<file path="src/rtl/elastic_buffer_pkg.sv">
// Shared constants and helpers for the SKP elastic buffer.
// SKP codes are K28.0 in both running disparities.
package elastic_buffer_pkg;

  localparam int SYM_W = 10;

  localparam logic [SYM_W-1:0] SKP_RDN_DEF = 10'h0F4;
  localparam logic [SYM_W-1:0] SKP_RDP_DEF = 10'h30B;

  function automatic int ptr_w(input int depth);
    return $clog2(depth) + 1;
  endfunction

  function automatic logic is_skp(
    input logic [SYM_W-1:0] sym,
    input logic [SYM_W-1:0] rdn,
    input logic [SYM_W-1:0] rdp
  );
    return (sym == rdn) || (sym == rdp);
  endfunction

endpackage

</file>
<file path="src/rtl/elastic_buffer_mem.sv">
// Elastic buffer storage: register array with one write port
// and one combinational read port; storage is never reset.
module elastic_buffer_mem #(
  parameter int DATA_WIDTH = 10,
  parameter int DEPTH      = 16,
  parameter int AW         = $clog2(DEPTH)
) (
  input  logic                  clk,
  input  logic                  we,
  input  logic [AW-1:0]         waddr,
  input  logic [DATA_WIDTH-1:0] wdata,
  input  logic [AW-1:0]         raddr,
  output logic [DATA_WIDTH-1:0] rdata
);

  logic [DATA_WIDTH-1:0] mem [DEPTH];

  always_ff @(posedge clk) begin
    if (we) mem[waddr] <= wdata;
  end

  assign rdata = mem[raddr];

endmodule

</file>
<file path="src/rtl/elastic_buffer_skp.sv">
// RX elastic buffer with SKP removal above HI_WM and SKP replay
// below LO_WM; decisions use start-of-cycle occupancy.
module elastic_buffer_skp
  import elastic_buffer_pkg::*;
#(
  parameter int DATA_WIDTH = 10,
  parameter int DEPTH      = 16,
  parameter int HI_WM      = 12,
  parameter int LO_WM      = 4,
  parameter logic [DATA_WIDTH-1:0] SKP_RDN = SKP_RDN_DEF,
  parameter logic [DATA_WIDTH-1:0] SKP_RDP = SKP_RDP_DEF
) (
  input  logic                       clk,
  input  logic                       reset,
  input  logic                       wr_valid,
  input  logic [DATA_WIDTH-1:0]      wr_data,
  input  logic                       rd_en,
  input  logic                       clr_err,
  output logic [DATA_WIDTH-1:0]      rd_data,
  output logic                       rd_valid,
  output logic                       full,
  output logic                       empty,
  output logic [$clog2(DEPTH):0]     occupancy,
  output logic                       skp_removed,
  output logic                       skp_added,
  output logic                       overflow,
  output logic                       underflow
);

  localparam int PW = ptr_w(DEPTH);
  localparam int AW = PW - 1;
  localparam logic [PW-1:0] HI = PW'(HI_WM);
  localparam logic [PW-1:0] LO = PW'(LO_WM);
  localparam logic [PW-1:0] ONE = PW'(1);

  logic [PW-1:0]         wptr;
  logic [PW-1:0]         rptr;
  logic [PW-1:0]         occ;
  logic [DATA_WIDTH-1:0] head;
  logic                  replayed;

  logic wr_skp;
  logic head_skp;
  logic drop_skp;
  logic do_wr;
  logic ovf_set;
  logic do_rd;
  logic unf_set;
  logic replay;
  logic adv;

  assign occ   = wptr - rptr;
  assign empty = (wptr == rptr);
  assign full  = (wptr[PW-1] != rptr[PW-1])
              && (wptr[AW-1:0] == rptr[AW-1:0]);
  assign occupancy = occ;

  assign wr_skp   = is_skp(wr_data, SKP_RDN, SKP_RDP);
  assign head_skp = is_skp(head, SKP_RDN, SKP_RDP);

  assign ovf_set  = wr_valid && full;
  assign drop_skp = wr_valid && !full && wr_skp && (occ > HI);
  assign do_wr    = wr_valid && !full && !drop_skp;

  assign unf_set = rd_en && empty;
  assign do_rd   = rd_en && !empty;
  // A stored SKP may be emitted a second time only once.
  assign replay  = do_rd && head_skp && (occ < LO) && !replayed;
  assign adv     = do_rd && !replay;

  elastic_buffer_mem #(
    .DATA_WIDTH (DATA_WIDTH),
    .DEPTH      (DEPTH),
    .AW         (AW)
  ) u_mem (
    .clk   (clk),
    .we    (do_wr),
    .waddr (wptr[AW-1:0]),
    .wdata (wr_data),
    .raddr (rptr[AW-1:0]),
    .rdata (head)
  );

  always_ff @(posedge clk or posedge reset) begin
    if (reset) begin
      wptr        <= '0;
      rptr        <= '0;
      rd_data     <= '0;
      rd_valid    <= 1'b0;
      replayed    <= 1'b0;
      skp_removed <= 1'b0;
      skp_added   <= 1'b0;
      overflow    <= 1'b0;
      underflow   <= 1'b0;
    end else begin
      if (do_wr) wptr <= wptr + ONE;
      if (adv)   rptr <= rptr + ONE;
      if (do_rd) begin
        rd_data  <= head;
        replayed <= replay;
      end
      rd_valid    <= do_rd;
      skp_removed <= drop_skp;
      skp_added   <= replay;
      overflow    <= ovf_set | (overflow & ~clr_err);
      underflow   <= unf_set | (underflow & ~clr_err);
    end
  end

endmodule
</file>
<file path="config.mk">
export PLATFORM = sky130hd
export DESIGN_NAME = elastic_buffer_skp
export DESIGN_NICKNAME = d
export VERILOG_FILES = /design/src/rtl/elastic_buffer_pkg.sv /design/src/rtl/elastic_buffer_mem.sv /design/src/rtl/elastic_buffer_skp.sv
export SDC_FILE = /design/constraint.sdc
export NUM_CORES = 1
export LEC_CHECK = 0
export CORE_UTILIZATION = 56
export CTS_BUF_LIST = sky130_fd_sc_hd__clkbuf_4
export DETAILED_ROUTE_END_ITERATION = 8
export PLACE_DENSITY = 0.84
export SLEW_MARGIN = 20
export SYNTH_ARGS = -nofsm -noshare
export SYNTH_HDL_FRONTEND = slang
export SYNTH_SLANG_ARGS = --single-unit
</file>
<file path="constraint.sdc">
create_clock -name clk -period 4 [get_ports clk]
set_input_delay 0.8 -clock clk [delete_from_list [all_inputs] [get_ports clk]]
set_output_delay 0.8 -clock clk [all_outputs]
set_load 0.01 [all_outputs]
</file>
# Yosys cells after proc, flatten, opt, wreduce, memory -nomap -nowiden

Memories as Yosys holds them, arrays and structs flattened.
Index checks and enable logic that the tools add are counted.

Register bits after elaboration: 26
Memory bits (writable): 160
Output and inout bits: 22
Memories: 1

Memory list:

| name      | words | width | rd ports | clocked after Yosys merged registers in | write ports | RTL line                 | text |
|---|---|---|---|---|---|---|---|
| u_mem.mem | 16    | 10    | 1        | 0                                       | 1           | elastic_buffer_mem.sv:16 | `logic [DATA_WIDTH-1:0] mem [DEPTH];` |

Add/subtract/negate cells: 3
Order comparisons: 2
Equality and inequality tests: 7
Mux-type cells: 2
Bitwise gates (word level): 5
Reduce and logical (&&, ||, !) cells: 19

Operator list:

| kind                 | count |
|---|---|
| $eq 10x10->1 const B | 2 |
| $eq 10x8->1 const B  | 2 |
| $logic_and 1x1->1    | 12 |
| $add 5x1->5 const B  | 2 |
| $eq 5x5->1           | 1 |
| $gt 5x4->1 const B   | 1 |
| $logic_not 1->1      | 5 |
| $lt 5x3->1 const B   | 1 |
| $sub 5x5->5          | 1 |
| $eq 4x4->1           | 1 |
| $and 1x1->1          | 2 |
| $logic_or 1x1->1     | 2 |
| $mux 1               | 2 |
| $or 1x1->1           | 2 |
| $ne 1x1->1           | 1 |
| $not 1->1            | 1 |

# Depth between registers and ports, before layout

Depth after elaboration: 10
Gate-level depth with buffers: 14
Mapped depth without buffers: 12

# Cells and area by module

A second synthesis with hierarchy kept.

Cells, all modules: 393
Area total of the unflattened synthesis: 7562.3 um^2

By module, submodules not included:

| module             | instances | cells an instance | area an instance (um^2) | sequential area each (um^2) |
|---|---|---|---|---|
| elastic_buffer_mem | 1         | 269               | 6153.4                  | 4804.6 |
| elastic_buffer_skp | 1         | 124               | 1408.9                  | 650.6 |

# Worst setup path after synthesis

OpenSTA, ideal clock, no wires.

Kind: reg-to-reg
Start point: register rptr[2]
End point: memory u_mem.mem[3][0], enable pin
Arrival time: 3768 ps
Slack: -158 ps
Cell stages (with the launch flop): 15
Clock period less this slack: 4158 ps
Cells stage by stage: dfrtp_1 > clkbuf_1 > buf_2 > buf_2 > buf_2 > inv_1 > ha_1 > a21o_1 > a21oi_1 > xnor2_1 > a41oi_1 > nor3_1 > nor2_1 > nand2_1 > nor3_1

RTL lines:

| what                         | RTL line                 | text |
|---|---|---|
| start: declaration           | elastic_buffer_skp.sv:37 | `logic [PW-1:0] rptr;` |
| start signal: assignment     | elastic_buffer_skp.sv:97 | `if (adv) rptr <= rptr + ONE;` |
| $sub 5x5->5                  | elastic_buffer_skp.sv:52 | `assign occ = wptr - rptr;` |
| named net occupancy[4]       | elastic_buffer_skp.sv:23 | `output logic [$clog2(DEPTH):0] occupancy,` |
| $gt 5x4->1                   | elastic_buffer_skp.sv:62 | `assign drop_skp = wr_valid && !full && wr_skp && (occ > HI);` |
| $logic_and 1x1->1            | elastic_buffer_skp.sv:62 |  |
| named net drop_skp           | elastic_buffer_skp.sv:44 | `logic drop_skp;` |
| $logic_not 1->1              | elastic_buffer_skp.sv:63 | `assign do_wr = wr_valid && !full && !drop_skp;` |
| $logic_and 1x1->1            | elastic_buffer_skp.sv:63 |  |
| $mux 1                       | elastic_buffer_mem.sv:19 | `if (we) mem[waddr] <= wdata;` |
| $mux 1 (not written as such) | elastic_buffer_mem.sv:19 |  |
| end: declaration             | elastic_buffer_mem.sv:16 |  |

The timed path passes the listed nets, and every way through them passes these cells.

# Worst setup path in the final report

Start point: register wptr[0]
End point: memory u_mem.mem[10][5], enable pin

Cells in the longest elaborated chain, start to end: 10

Ends and longest elaborated chain:

| what                                                | RTL line                 | text |
|---|---|---|
| start: declaration                                  | elastic_buffer_skp.sv:36 | `logic [PW-1:0] wptr;` |
| start signal: assignment                            | elastic_buffer_skp.sv:96 | `if (do_wr) wptr <= wptr + ONE;` |
| branches (longest 5 deep; another with $sub 5x5->5) | -                        |  |
| $logic_and 1x1->1 *                                 | elastic_buffer_skp.sv:62 |  |
| named net drop_skp                                  | elastic_buffer_skp.sv:44 |  |
| $logic_not 1->1 *                                   | elastic_buffer_skp.sv:63 |  |
| $logic_and 1x1->1 *                                 | elastic_buffer_skp.sv:63 |  |
| $mux 1 *                                            | elastic_buffer_mem.sv:19 |  |
| $mux 1 (not written as such) *                      | elastic_buffer_mem.sv:19 |  |

Mark *: on every way through the listed nets, which the timed path passes.

==> out/results.txt <==
The type of the setup path with the least slack was register to register. The clock power share was 0.160; the worst endpoint required time was 4.29 ns. The worst register-to-register path begins at wptr[0]. The path with the worst hold slack has its endpoint at rd_data[4]. In this run, synthesis inferred 160 flip-flops with an integrated enable.

The area share of fa/ha/maj cells after synthesis was 0.0173; the maximum net fanout on the critical path was 10. After synthesis, the netlist uses 50 different library cells. Fraction of the mapped netlist area in compound gates: 0.0400. From left edge to right edge, the die measures 119 µm. The critical path goes through inv_1 > ha_1 > inv_1 > fa_1 > a21o_1 > a21oi_1 > xnor2_1 > a41oi_1 > nor3_1 > nor2_1 > nand2_1 > nor2_1 > buf_4. Sort of element at the end of the critical path: a register. The internal portion of the total power is 3.92 mW. The share of the synthesized area in the top cell type was 0.628.

The logs give 0.423 for the combinational share of power and 6 for the number of optimization iterations in the first detailed-route pass. The count of endpoints failing hold in the final timing report came out at 0. After clock tree synthesis, the clock-pin slew on the worst setup and hold paths is 0.15 ns. By count the netlist is led by sky130_fd_sc_hd__edfxtp_1, sky130_fd_sc_hd__mux4_2, sky130_fd_sc_hd__nand2_1. Max-cap violations in this run came to 0. The async set-reset flop share out of synthesis is 0.140.

The cell depth of the worst hold path came out at 2. Counting cells, the worst reg-to-reg path comes to 13. The run gives 4 as the total number of H-tree levels.

TritonCTS built the clock tree. The maximum vdd drop came out at 0.000321 V. At the pin with the least slew margin, the transition time is 0.955 ns. The run gives 467 as the net count after synthesis. Yosys attributes the largest share of cell area to sky130_fd_sc_hd__edfxtp_1, sky130_fd_sc_hd__mux4_2, sky130_fd_sc_hd__dfrtp_1, sky130_fd_sc_hd__mux2i_1, sky130_fd_sc_hd__ha_1. The proportion of synthesized chip area in sequential cells was 0.713; the number of buffer and inverter instances along the worst setup path was 3. The area growth from synthesis to layout is 13.6%. Counting flops and latches in the post-synthesis netlist gives 186.

The worst setup path is launched from a register. For the hold buffer count at CTS, the log shows 0. The slowest stage of the critical path belongs to the cell sky130_fd_sc_hd__nor2_1.

Part of the cycle the worst path needs: 0.919. For the total clock sinks, the log shows 186. After synthesis, the mean cell area works out to 17.3 µm². The vias after detailed routing is 4308, and the maximum number of pins on one net before global-route repair is 27. Setup violations remaining at the end of the flow were counted as 0. The run gives 0 as the number of antenna violations at the first check in global routing.

For this run, design rule violations remaining after detail routing come to 0. The tools report the cell area after placement as 8430 µm². The maximum clock frequency is 272 MHz. The y dimension of the die was 119 µm.

Grouping stages by cell kind, the critical path spends the most delay in simple AND/OR/NAND/NOR gates. The shortest clock period the worst path allows after layout is 3.67 ns. In this run the power density over the cells is 700 nW/µm². Global routing finished with a remaining overflow of 0.

The repair_antennas step left the layout with diodes totalling 0. Yosys printed 0 warnings. The root buffer cell chosen for the clock tree is sky130_fd_sc_hd__clkbuf_4. The number of global-route vias before repair came out at 4233. The worst stage delay on the critical path came out at 0.46 ns.

The tools report the worst endpoint data arrival time as 3.96 ns. Worst clock skew on the final layout: 0.0235 ns. In this run the static leakage power is 3.05 nW. During I/O placement, the number of pins put on the boundary was 37.

After detailed routing, the average wire length per cell comes to 23.2 µm. For the worst-skew pair, the clock arrives at the later sink with an insertion delay of 0.58 ns. Most area-hungry cell type in the Yosys netlist: sky130_fd_sc_hd__edfxtp_1. The count of final max-slew check failures is 0. The flow ran to the end, and the final reports show no timing, DRC or antenna violations. In this run the tool buffered the top-level ports with 36 buffer cells. At the end of routability-driven placement, the weighted congestion stood at 0.941.

The via-per-instance ratio is 6.13, and the die outline area is 14100 µm². Switching portion of total power: 0.356. The startpoint of the lowest-slack hold path was rd_data[4].

The largest family of logic cells by synthesized area was multiplexers. The count of nets left with antenna violations once routing finished came out at 0. In this run the core area contains 42 standard-cell rows. No sink is reached through more buffers than the 2 on the longest clock path. Summed over all nets, the half-perimeter wirelength after detailed placement is 11.4 mm.

The logs give 0.359 for the max-slew headroom at the worst pin and 17 for the number of clock buffers inserted by TritonCTS. The share of the synthesized netlist area taken by xor and xnor gates is 0.0137. The share of layout cells above drive strength 1 was 0.220; the final instance area was 8700 µm². The final layout contains routed wiring with a total length of 16.3 mm. In this run, the number of DRC markers left after iteration 0 of detailed routing was 474. The global-route wire length before repair is 25.1 mm.

The share of synthesized cell area in and, or, nand and nor gates is 0.0618, and the global-route usage over all layers is 0.252. After floorplanning, the core was sized to cover 13300 µm². Worst flop-to-flop path endpoint: u_mem.mem[10][5]. The count of nets after finishing was 539. Among all flip-flop cells after synthesis, the most frequent one is sky130_fd_sc_hd__edfxtp_1. Summed over all nets, the switching power comes to 2.17 mW. The worst hold path belongs to the class register to register. In this run the register-to-register setup slack is 0.33 ns. For the final sum of negative setup slack, the log shows 0 ns. Proportion of synthesized area in mux cells: 0.135. Setup repair after global routing left no endpoint under its margin. The run gives 7660 µm² as the cell area after synthesis. The part of the power in registers is 0.417. The tools report the number of standard cells after synthesis as 442. Initial core utilization: 0.576. The most frequent cell after synthesis was sky130_fd_sc_hd__edfxtp_1.
[sequential cells by signal, summed over array words and instances (netlist names)]
register / flops
rd_valid: 1
skp_removed: 1
rptr: 5
replayed: 1
u_mem.mem: 160
underflow: 1
skp_added: 1
overflow: 1
wptr: 5
rd_data: 10
[layout by cell type, fill, tap and decap left out, types with 15 or more instances in the layout]
cell type / count
sky130_fd_sc_hd__mux2i_1: 24
sky130_fd_sc_hd__clkdlybuf4s50_1: 35
sky130_fd_sc_hd__edfxtp_1: 160
sky130_fd_sc_hd__mux4_2: 30
sky130_fd_sc_hd__dfrtp_1: 24
sky130_fd_sc_hd__nand2_1: 27
sky130_fd_sc_hd__clkbuf_4: 19
sky130_fd_sc_hd__nor2_1: 26
sky130_fd_sc_hd__o21ai_0: 15
sky130_fd_sc_hd__buf_4: 36
[tightest hold or removal path: stages, from the launching register on]
cell	delay (ns)
sky130_fd_sc_hd__dfrtp_1	0.37
sky130_fd_sc_hd__nand2_1	0.05
sky130_fd_sc_hd__nand2_1	0.05
[power groups by stage]
stage               sequential [mW]  clock [mW]  combinational [mW]
finish                         2.54       0.974                2.57
global route                   2.57        1.07                2.77
CTS                            2.54       0.993                2.57
detailed placement             2.58           0                2.56
global placement               2.57           0                2.46
floorplan                      2.54           0                1.68
[logic make-up (layout without fill, tap and decap cells)]
| logic type | after synthesis | in the layout |
|---|---|---|
| flip-flops | 186 | 186 |
| XOR/XNOR | 12 | 12 |
| AO/OA/AOI/OAI | 46 | 46 |
| AND/OR/NAND/NOR | 93 | 93 |
| buffers and inverters | 32 | 117 |
| multiplexers | 63 | 63 |
| adder cells (fa/ha/maj) | 10 | 10 |
[layer usage]
| metal | track usage | wire length, µm | up-vias |
|---|---|---|---|
| met4 | 0.102 | 420 | 0 |
| li1 | - | - | 1874 |
| met2 | 0.372 | 7700 | 231 |
| met3 | 0.0642 | 1240 | 28 |
| met1 | 0.364 | 6930 | 2175 |
| met5 | 0 | 0 | - |
[worst max path at each step]
stage	startpoint	to	slack, ns	depth (start not counted)
detailed placement	wr_data[2]	u_mem.mem[12][5]	0.37	9
floorplan	rptr[2]	u_mem.mem[11][0]	0.10	14
global placement	wr_data[2]	u_mem.mem[15][1]	0.53	9
CTS	wptr[0]	occupancy[4]	0.03	8
global route	wptr[0]	u_mem.mem[10][0]	0.07	13
finish	wptr[0]	u_mem.mem[10][5]	0.33	13
[through the flow]
stage / std cells / util / worst slack, ns / power (mW) / hold slack (ns)
floorplan: 442 / - / 0.103 / 4.22 / 0.442
global placement: 671 / 0.634 / 0.534 / 5.03 / 0.454
detailed placement: 671 / 0.634 / 0.368 / 5.14 / 0.466
CTS: 703 / 0.654 / 0.0265 / 6.11 / 0.501
global route: 703 / 0.654 / 0.0691 / 6.41 / 0.525
finish: 703 / 0.654 / 0.326 / 6.09 / 0.494
[final cells by class]
| cell class | count | area, µm² |
|---|---|---|
| multi-input cells | 224 | 2070 |
| flip-flops and latches | 186 | 5460 |
| fillers | 898 | 4600 |
| clock buffers | 19 | 143 |
| repair buffers | 72 | 633 |
| inverters | 13 | 48.8 |
| clock inverters | 13 | 128 |
| well taps | 176 | 220 |
[repair_timing]
action,4_1_cts,5_1_grt
setup buffers,0,0
gates resized for setup,0,1
setup endpoints to repair,0,1
endpoints found under the hold margin,0,0
Power figures use the tool's default switching activity.
